===== src/rtl/minmax_pkg.sv =====
// Shared types and default widths for the streaming min/max tracker.
package minmax_pkg;

  typedef enum logic [1:0] {
    IDLE  = 2'd0,
    ACCUM = 2'd1,
    HOLD  = 2'd2
  } mm_state_t;

  localparam int BITS_DEF  = 8;
  localparam int CNT_W_DEF = 8;

endpackage


===== src/rtl/mm_cmp.sv =====
// Combinational MSB-first priority comparator, signed or unsigned, producing a<b and a==b.
module mm_cmp #(
  parameter int BITS = 8
) (
  input  logic [BITS-1:0] a,
  input  logic [BITS-1:0] b,
  input  logic            signed_mode,
  output logic            lt,
  output logic            eq
);

  // The first differing bit from the top decides; in signed mode a set sign bit is the smaller one.
  always_comb begin
    lt = 1'b0;
    eq = 1'b1;
    for (int i = BITS - 1; i >= 0; i--) begin
      if (eq && (a[i] != b[i])) begin
        eq = 1'b0;
        if ((i == BITS - 1) && signed_mode) lt = a[i];
        else                                lt = b[i];
      end
    end
  end

endmodule


===== src/rtl/minmax_tracker.sv =====
// Frame-based running min/max tracker with first-occurrence indices and a saturating beat count.
module minmax_tracker
  import minmax_pkg::*;
#(
  parameter int BITS  = BITS_DEF,
  parameter int CNT_W = CNT_W_DEF
) (
  input  logic             clk,
  input  logic             rst,
  input  logic             in_valid,
  output logic             in_ready,
  input  logic [BITS-1:0]  in_data,
  input  logic             in_last,
  input  logic             signed_mode,
  output logic             out_valid,
  input  logic             out_ready,
  output logic [BITS-1:0]  out_min,
  output logic [BITS-1:0]  out_max,
  output logic [CNT_W-1:0] out_min_idx,
  output logic [CNT_W-1:0] out_max_idx,
  output logic [CNT_W-1:0] out_count,
  output logic             out_ovf
);

  localparam logic [CNT_W-1:0] CNT_MAX = '1;

  mm_state_t        state_p0, state_nxt;
  logic             rdy_en_p0;
  logic             mode_p0;
  logic [BITS-1:0]  min_p0, max_p0;
  logic [CNT_W-1:0] min_idx_p0, max_idx_p0, cnt_p0;
  logic             ovf_p0;
  logic             beat;
  logic             lt_min, eq_min, lt_max, eq_max;
  logic             upd_min, upd_max;

  function automatic logic [CNT_W-1:0] sat_inc(input logic [CNT_W-1:0] c);
    return (c == CNT_MAX) ? CNT_MAX : c + CNT_W'(1);
  endfunction

  assign beat = in_valid & in_ready;

  mm_cmp #(.BITS(BITS)) u_cmp_min (
    .a           (in_data),
    .b           (min_p0),
    .signed_mode (mode_p0),
    .lt          (lt_min),
    .eq          (eq_min)
  );

  mm_cmp #(.BITS(BITS)) u_cmp_max (
    .a           (max_p0),
    .b           (in_data),
    .signed_mode (mode_p0),
    .lt          (lt_max),
    .eq          (eq_max)
  );

  // Strictly-better only, so ties keep the earliest index.
  assign upd_min = lt_min & ~eq_min;
  assign upd_max = lt_max & ~eq_max;

  // ---- stage p0: FSM state and ready enable ----
  always_ff @(posedge clk or posedge rst) begin
    if (rst) begin
      state_p0  <= IDLE;
      rdy_en_p0 <= 1'b0;
    end else begin
      state_p0  <= state_nxt;
      rdy_en_p0 <= 1'b1;
    end
  end

  always_comb begin
    state_nxt = state_p0;
    case (state_p0)
      IDLE:    if (beat) state_nxt = in_last ? HOLD : ACCUM;
      ACCUM:   if (beat && in_last) state_nxt = HOLD;
      HOLD:    if (out_ready) state_nxt = IDLE;
      default: state_nxt = IDLE;
    endcase
  end

  always_comb begin
    in_ready  = 1'b0;
    out_valid = 1'b0;
    case (state_p0)
      IDLE, ACCUM: in_ready  = rdy_en_p0;
      HOLD:        out_valid = 1'b1;
      default:     in_ready  = 1'b0;
    endcase
  end

  // ---- stage p0: accumulators; reused directly as the registered result record ----
  always_ff @(posedge clk or posedge rst) begin
    if (rst) begin
      mode_p0    <= 1'b0;
      min_p0     <= '0;
      max_p0     <= '0;
      min_idx_p0 <= '0;
      max_idx_p0 <= '0;
      cnt_p0     <= '0;
      ovf_p0     <= 1'b0;
    end else if (beat) begin
      if (state_p0 == IDLE) begin
        mode_p0    <= signed_mode;
        min_p0     <= in_data;
        max_p0     <= in_data;
        min_idx_p0 <= '0;
        max_idx_p0 <= '0;
        cnt_p0     <= CNT_W'(1);
        ovf_p0     <= 1'b0;
      end else begin
        if (upd_min) begin
          min_p0     <= in_data;
          min_idx_p0 <= cnt_p0;
        end
        if (upd_max) begin
          max_p0     <= in_data;
          max_idx_p0 <= cnt_p0;
        end
        cnt_p0 <= sat_inc(cnt_p0);
        if (cnt_p0 == CNT_MAX) ovf_p0 <= 1'b1;
      end
    end
  end

  assign out_min     = min_p0;
  assign out_max     = max_p0;
  assign out_min_idx = min_idx_p0;
  assign out_max_idx = max_idx_p0;
  assign out_count   = cnt_p0;
  assign out_ovf     = ovf_p0;

endmodule


===== config.mk =====
export PLATFORM = sky130hd
export DESIGN_NAME = minmax_tracker
export DESIGN_NICKNAME = d
export VERILOG_FILES = /design/src/rtl/minmax_pkg.sv /design/src/rtl/mm_cmp.sv /design/src/rtl/minmax_tracker.sv
export SDC_FILE = /design/constraint.sdc
export NUM_CORES = 1
export LEC_CHECK = 0
export CORE_UTILIZATION = 40
export DETAILED_ROUTE_END_ITERATION = 10
export PLACE_DENSITY = 0.74
export SYNTH_ARGS = -nofsm -noshare
export SYNTH_HDL_FRONTEND = slang
export SYNTH_SLANG_ARGS = --single-unit

===== constraint.sdc =====
create_clock -name clk -period 1.88 [get_ports clk]
set_input_delay 0.376 -clock clk [delete_from_list [all_inputs] [get_ports clk]]
set_output_delay 0.376 -clock clk [all_outputs]
set_load 0.02 [all_outputs]

* Yosys cells after proc, flatten, opt, wreduce, memory -nomap -nowiden
Cells that the tools add are included.
** Storage, ports and cells
- Bits in registers :: 45
- Bits of input ports :: 14
- Word-level logic and storage cells :: 115
** Operators by class
- Add/subtract/negate cells :: 1
- Equality and inequality tests :: 22
- Multiplexer cells :: 53
- Bitwise gates (word level) :: 5
- Reductions and logical operators :: 25
** Operators by type and width (number)
- $mux 8 :: 10
- $mux 1 :: 38
- $ne 1x1->1 :: 16
- $logic_and 1x1->1 :: 15
- $add 8x1->8 const B :: 1
- $eq 8x8->1 const B :: 1
- $mux 2 :: 4
- $reduce_and 2->1 :: 4
- $ne 2x2->1 const B :: 3
- $pmux 2 s3 :: 1
- $reduce_bool 2->1 :: 3
- $and 1x1->1 :: 3
- $reduce_and 3->1 :: 1
- $eq 2x1->1 const B :: 1
- $eq 2x2->1 const B :: 1
- $logic_not 2->1 :: 1
- $not 1->1 :: 2
- $reduce_or 2->1 :: 1

* Longest topological paths before layout
- Depth after elaboration :: 20
- Mapped depth :: 9
- Mapped depth without buffers :: 7

* Hierarchy
A second synthesis with hierarchy kept.
** Second synthesis, totals
- Cells, all modules :: 209
- Area total of the unflattened synthesis :: 2368.5 um^2
** By module, submodules not included
- minmax_tracker :: instances 1, cells each 147, area each 1888.1 um^2, sequential area each 1126.1 um^2
- mm_cmp :: instances 2, cells each 31, area each 240.2 um^2, sequential area each 0.0 um^2

* Worst setup path after synthesis
OpenSTA, ideal clock, no wires.
- Kind :: register to register
- Start :: reg state_p0[1]
- End :: reg min_idx_p0[0], in the netlist out_min_idx[0]
- Arrival time :: 2.020 ns
- Required time :: 1.758 ns
- Slack :: -0.262 ns
- Stages on the path, launching flop included :: 9
- Buffers on the path :: 2
- Clock period less this slack :: 2.142 ns
- Cell sequence :: dfrtp_1 nor2b_1 nand2_1 a31o_2 o21ai_1 o21ba_1 buf_6 buf_8 a32o_1
** Between the ends
- Longest elaborated chain between the ends :: 5
- Elaborated cells between the ends (all ways) :: 8
- Classes of those cells :: 1 x eq/ne; 2 x mux; 1 x bitwise; 4 x reduce/logical
** Ends and longest elaborated chain
- start: declaration :: line minmax_tracker.sv:27 : mm_state_t state_p0, state_nxt;
- start signal: assignment :: line minmax_tracker.sv:69 : state_p0 <= state_nxt;
- $eq 2x1->1 / $logic_not 2->1 (equally long branches) :: line minmax_tracker.sv:87 : case (state_p0)
- $reduce_or 2->1 * :: line minmax_tracker.sv:87
- $mux 1 * :: line minmax_tracker.sv:87
- named net in_ready :: line minmax_tracker.sv:11 : output logic in_ready,
- $and 1x1->1 * :: line minmax_tracker.sv:41 : assign beat = in_valid & in_ready;
- $reduce_and 2->1 (no source line) *
- end signal: assignment :: line minmax_tracker.sv:116 : min_idx_p0 <= cnt_p0;
- end: declaration :: line minmax_tracker.sv:31 : logic [CNT_W-1:0] min_idx_p0, max_idx_p0, cnt_p0;
The timed path passes the listed nets; every way through them passes the cells marked *.
A chain may end at the register's enable or synchronous reset.

* Final worst setup path
- Start :: reg min_p0[2], in the netlist out_min[2]
- End :: reg min_p0[2], in the netlist out_min[2]
** Between the ends
- Longest elaborated chain between the ends :: 11
- Elaborated cells between the ends (all ways) :: 14
- Classes of those cells :: 1 x eq/ne; 6 x mux; 2 x bitwise; 5 x reduce/logical
** Ends and longest elaborated chain
- start: declaration :: line minmax_tracker.sv:30 : logic [BITS-1:0] min_p0, max_p0;
- start signal: assignment :: line minmax_tracker.sv:107 : min_p0 <= in_data;
- start signal: assignment :: line minmax_tracker.sv:115 : min_p0 <= in_data;
- $ne 1x1->1 :: line mm_cmp.sv:17 : if (eq && (a[i] != b[i])) begin
- $logic_and 1x1->1 :: line mm_cmp.sv:17
- $mux 1 :: line mm_cmp.sv:17
- $logic_and 1x1->1 :: line mm_cmp.sv:17
- $mux 1 :: line mm_cmp.sv:17
- $logic_and 1x1->1 :: line mm_cmp.sv:17
- $mux 1 :: line mm_cmp.sv:17
- $not 1->1 :: line minmax_tracker.sv:60 : assign upd_min = lt_min & ~eq_min;
- $and 1x1->1 * :: line minmax_tracker.sv:60
- $reduce_bool 2->1 (no source line) *
- $reduce_and 2->1 (no source line) *
Mark *: on every way between the ends. The rest lies on a longest branch, timed or not.

==> summary.md <==
| Metric | Value |
|---|---|
| Congestion Overflow GR | 0 |
| Die Height | 77.7 um |
| Post-Syn Area | 0.00229 mm2 |
| Adder-Cell Fraction of Synth Area | 1.53% |
| Layout cells sized above 1 | 40.3% |
| Fin crit period | 2.06 ns |
| Max stage delay on crit path | 0.44 ns |
| Distinct cells, synth | 55 |
| Clock Tree Root | clkbuf_8 |
| Clk sinks | 45 |
| Compound-Gate Fraction of Synth Area | 21.6% |
| Final setup margin | -0.185 ns |
| Die Area | 0.00604 mm2 |
| Critical path startpoint category | register |
| Final Hold Fails | 0 |
| CTS max path bufs | 2 |
| R2R depth | 7 |
| F_max | 484 MHz |
| Worst hold margin | 0.417 ns |
| CTS Hold Buffers Added | 0 |
| Core Region | 0.00551 mm2 |
| Violated checks | negative setup slack |
| Final-report setup violation count | 24 |
| CTS buffer count | 5 |
| Yosys top cell area share | 49.1% |
| First-pass GRT wire length | 10.2 mm |
| R2r endpoint | out_min[2] |
| Detailed Route WL | 6.33 mm |
| Pre-CTS WS | -0.823 ns |
| I/O pin total | 57 |
| DRC | 0 |
| Final Max Tran Viols | 0 |
| CTS tree | yes |
| CP Class | register to register |
| Simple logic cell fraction of the synthesized area | 12.5% |
| Antenna viol nets, final | 0 |
| DP HPWL | 4.40 mm |
| Max Cap Viol | 0 |
| Leakage power total | 1.68 nW |
| Largest net degree at the start of global routing | 46 |
| Fraction of registers with async set or reset after synthesis | 100% |
| Largest family of logic cells by synthesized area | compound AO/OA/AOI/OAI gates |
| 1st-pass router iterations | 4 |
| Commonest non-fill, non-tap cells in the layout | buf_4 (45), clkdlybuf4s50_1 (42), dfrtp_1 (36) |
| Post-synthesis mux area share | 7.25% |
| Most common cell after layout, fill and taps aside | buf_4 |
| PwrDens | 1300 mW/mm2 |
| Synth Warn # | 0 |
| Critical Path AT | 2.25 ns |
| Most common cell on crit path | maj3_2 |
| Crit-path max FO | 3 |
| Seq cells post-synth | 45 |
| Kind of cell adding the most delay to the critical path | adder cells |
| Buf+Inv Stages, Crit Path | 1 |
| Post-synthesis cell count | 210 |
| Rows | 27 |
| Initial DRC Count | 126 |
| Routability Congestion | 0.887 |
| Post-synth EDFFs | 0 |
| Wire length per cell | 16.2 um |
| Starting density of the core | 41.7% |
| Reg clk slew, reported paths | 0.10 ns |
| Status | complete, but fails checks |
| Crit path capture type | register |
| Total GRT Usage | 21.8% |
| RSZ-0062 raised after global routing | true |
| Number of global-route vias before repair | 2020 |
| Avg Cell Area, Syn | 10.9 um2 |
| Die width | 77.7 um |
| Nets | 332 |
| Area Overhead vs Synth | 59.9% |
| Maximum VDD drop | 0.000835 V |
| Antenna Cells | 0 |
| Reg-to-reg slack, setup | -0.18 ns |
| Top post-synthesis cells by area | dfrtp_1 (49%), a32o_1 (3.5%), a22o_1 (3.4%) |
| Final TNS setup | -2.62 ns |
| Fin crit share | 110% |
| Worst hold path type | primary input to asynchronous set/reset pin |
| Port Buf Inserts | 56 |
| Register area share after synthesis | 49.1% |
| Vias | 2062 |
| CP max stage cell | dfrtp_2 |
| Ys flop type | dfrtp_1 |
| Final Skew | 0.0102 ns |
| Largest area contributor in the netlist | dfrtp_1 |
| Critical Path RT | 2.06 ns |
| Reg-to-reg startpoint | out_min[2] |
| Clock latency on the worst-skew pair | 0.30 ns |
| CTS H-tree lvls | 2 |
| XOR/XNOR share of the synthesized area | 3.38% |
| Initial antenna violation count | 0 |
| Drt via density | 5.29 |
| CP cell instances | nor2b_4, maj3_2, maj3_2, o21ai_2, o21ba_4, buf_6, mux2_4 |
| Syn_nets | 225 |
sequential cells by signal, summed over array words and instances (netlist names):
name and cells:
state_p0 2, out_ovf 1, rdy_en_p0 1, mode_p0 1
out_max 8, out_max_idx 8, out_min_idx 8, out_count 8
out_min 8
cell type report:
cell class	instances	area, um2
multi-input combinational	144	1260
fill	444	1840
tap	72	90.1
sequential	45	1140
clock inverter	3	25.0
inverter	12	45.0
clock buffer	5	68.8
timing repair buffer	109	1040
synth_stat cells (2+ instances only):
library cell and number:
mux2_1 7, nor3_1 2, and3_1 2, a22oi_1 2, xnor2_1 2, dfrtp_1 45
clkbuf_1 5, inv_1 12, or2_2 2, o31ai_1 2, nand2b_1 8, nand4_1 2
nand2_1 11, maj3_2 2, a21oi_1 13, nand3_1 5, a31oi_1 2, mux2i_1 2
o21ai_0 9, mux2_2 6, xor2_1 5, nor2b_1 8, nor2_1 8, a32o_1 8
a31o_2 2, a22o_1 9
stage by stage:
step | cell area (um2) | utilization [%] | power [mW] | std cells
2_1_floorplan | 2360 | - | 2.69 | 210
3_3_place_gp | 3330 | 60.5 | 3.76 | 376
3_5_place_dp | 3330 | 60.5 | 3.79 | 376
4_1_cts | 3610 | 65.6 | 4.70 | 388
5_1_grt | 3670 | 66.6 | 5.03 | 390
6_report | 3670 | 66.6 | 4.77 | 390
worst min-delay path, cell delays in order:
cell	delay, ns
clkdlybuf4s50_1	0.41
clkinv_1	0.08
buf_12	0.24
worst max-delay path by stage:
| stage | cells after the start | from | slack, ns | endpoint |
|---|---|---|---|---|
| 3_5_place_dp | 8 | in_data[7] | -0.82 | out_min_idx[1] |
| 5_1_grt | 7 | out_min[7] | -0.24 | out_min[2] |
| 6_report | 7 | out_min[2] | -0.18 | out_min[2] |
| 2_1_floorplan | 7 | out_min[7] | -0.20 | out_min[2] |
| 4_1_cts | 7 | out_min[2] | -0.17 | out_min[2] |
| 3_3_place_gp | 8 | in_data[7] | -0.77 | out_min[2] |
power breakdown:
group | internal, mW | switching (mW) | leakage, nW
Combinational | 1.47 | 1.21 | 1.06
Clock | 0.269 | 0.362 | 0.0447
Sequential | 1.22 | 0.242 | 0.572
per-layer routing:
layer / track usage [%] / wire (um) / vias up
li1: - / - / 989
met1: 31.4 / 2870 / 1019
met2: 33.9 / 3170 / 50
met3: 3.88 / 250 / 4
met4: 5.28 / 36 / 0
met5: 0 / 0 / -
logic make-up after synthesis:
group	after synthesis
other	1
adder cells (fa/ha/maj)	3
AND/OR/NAND/NOR	54
multiplexers	15
flip-flops	45
AO/OA/AOI/OAI	63
buffers and inverters	21
XOR/XNOR	8
what timing repair did:
item                       CTS  global route
setup buffers                4             2
cloned                       1             1
setup endpoints to repair   33            38
pin swaps                   23            14
hold endpoints to repair     0             0
gates resized for setup     45            18
(Power assumes the default switching activity.)
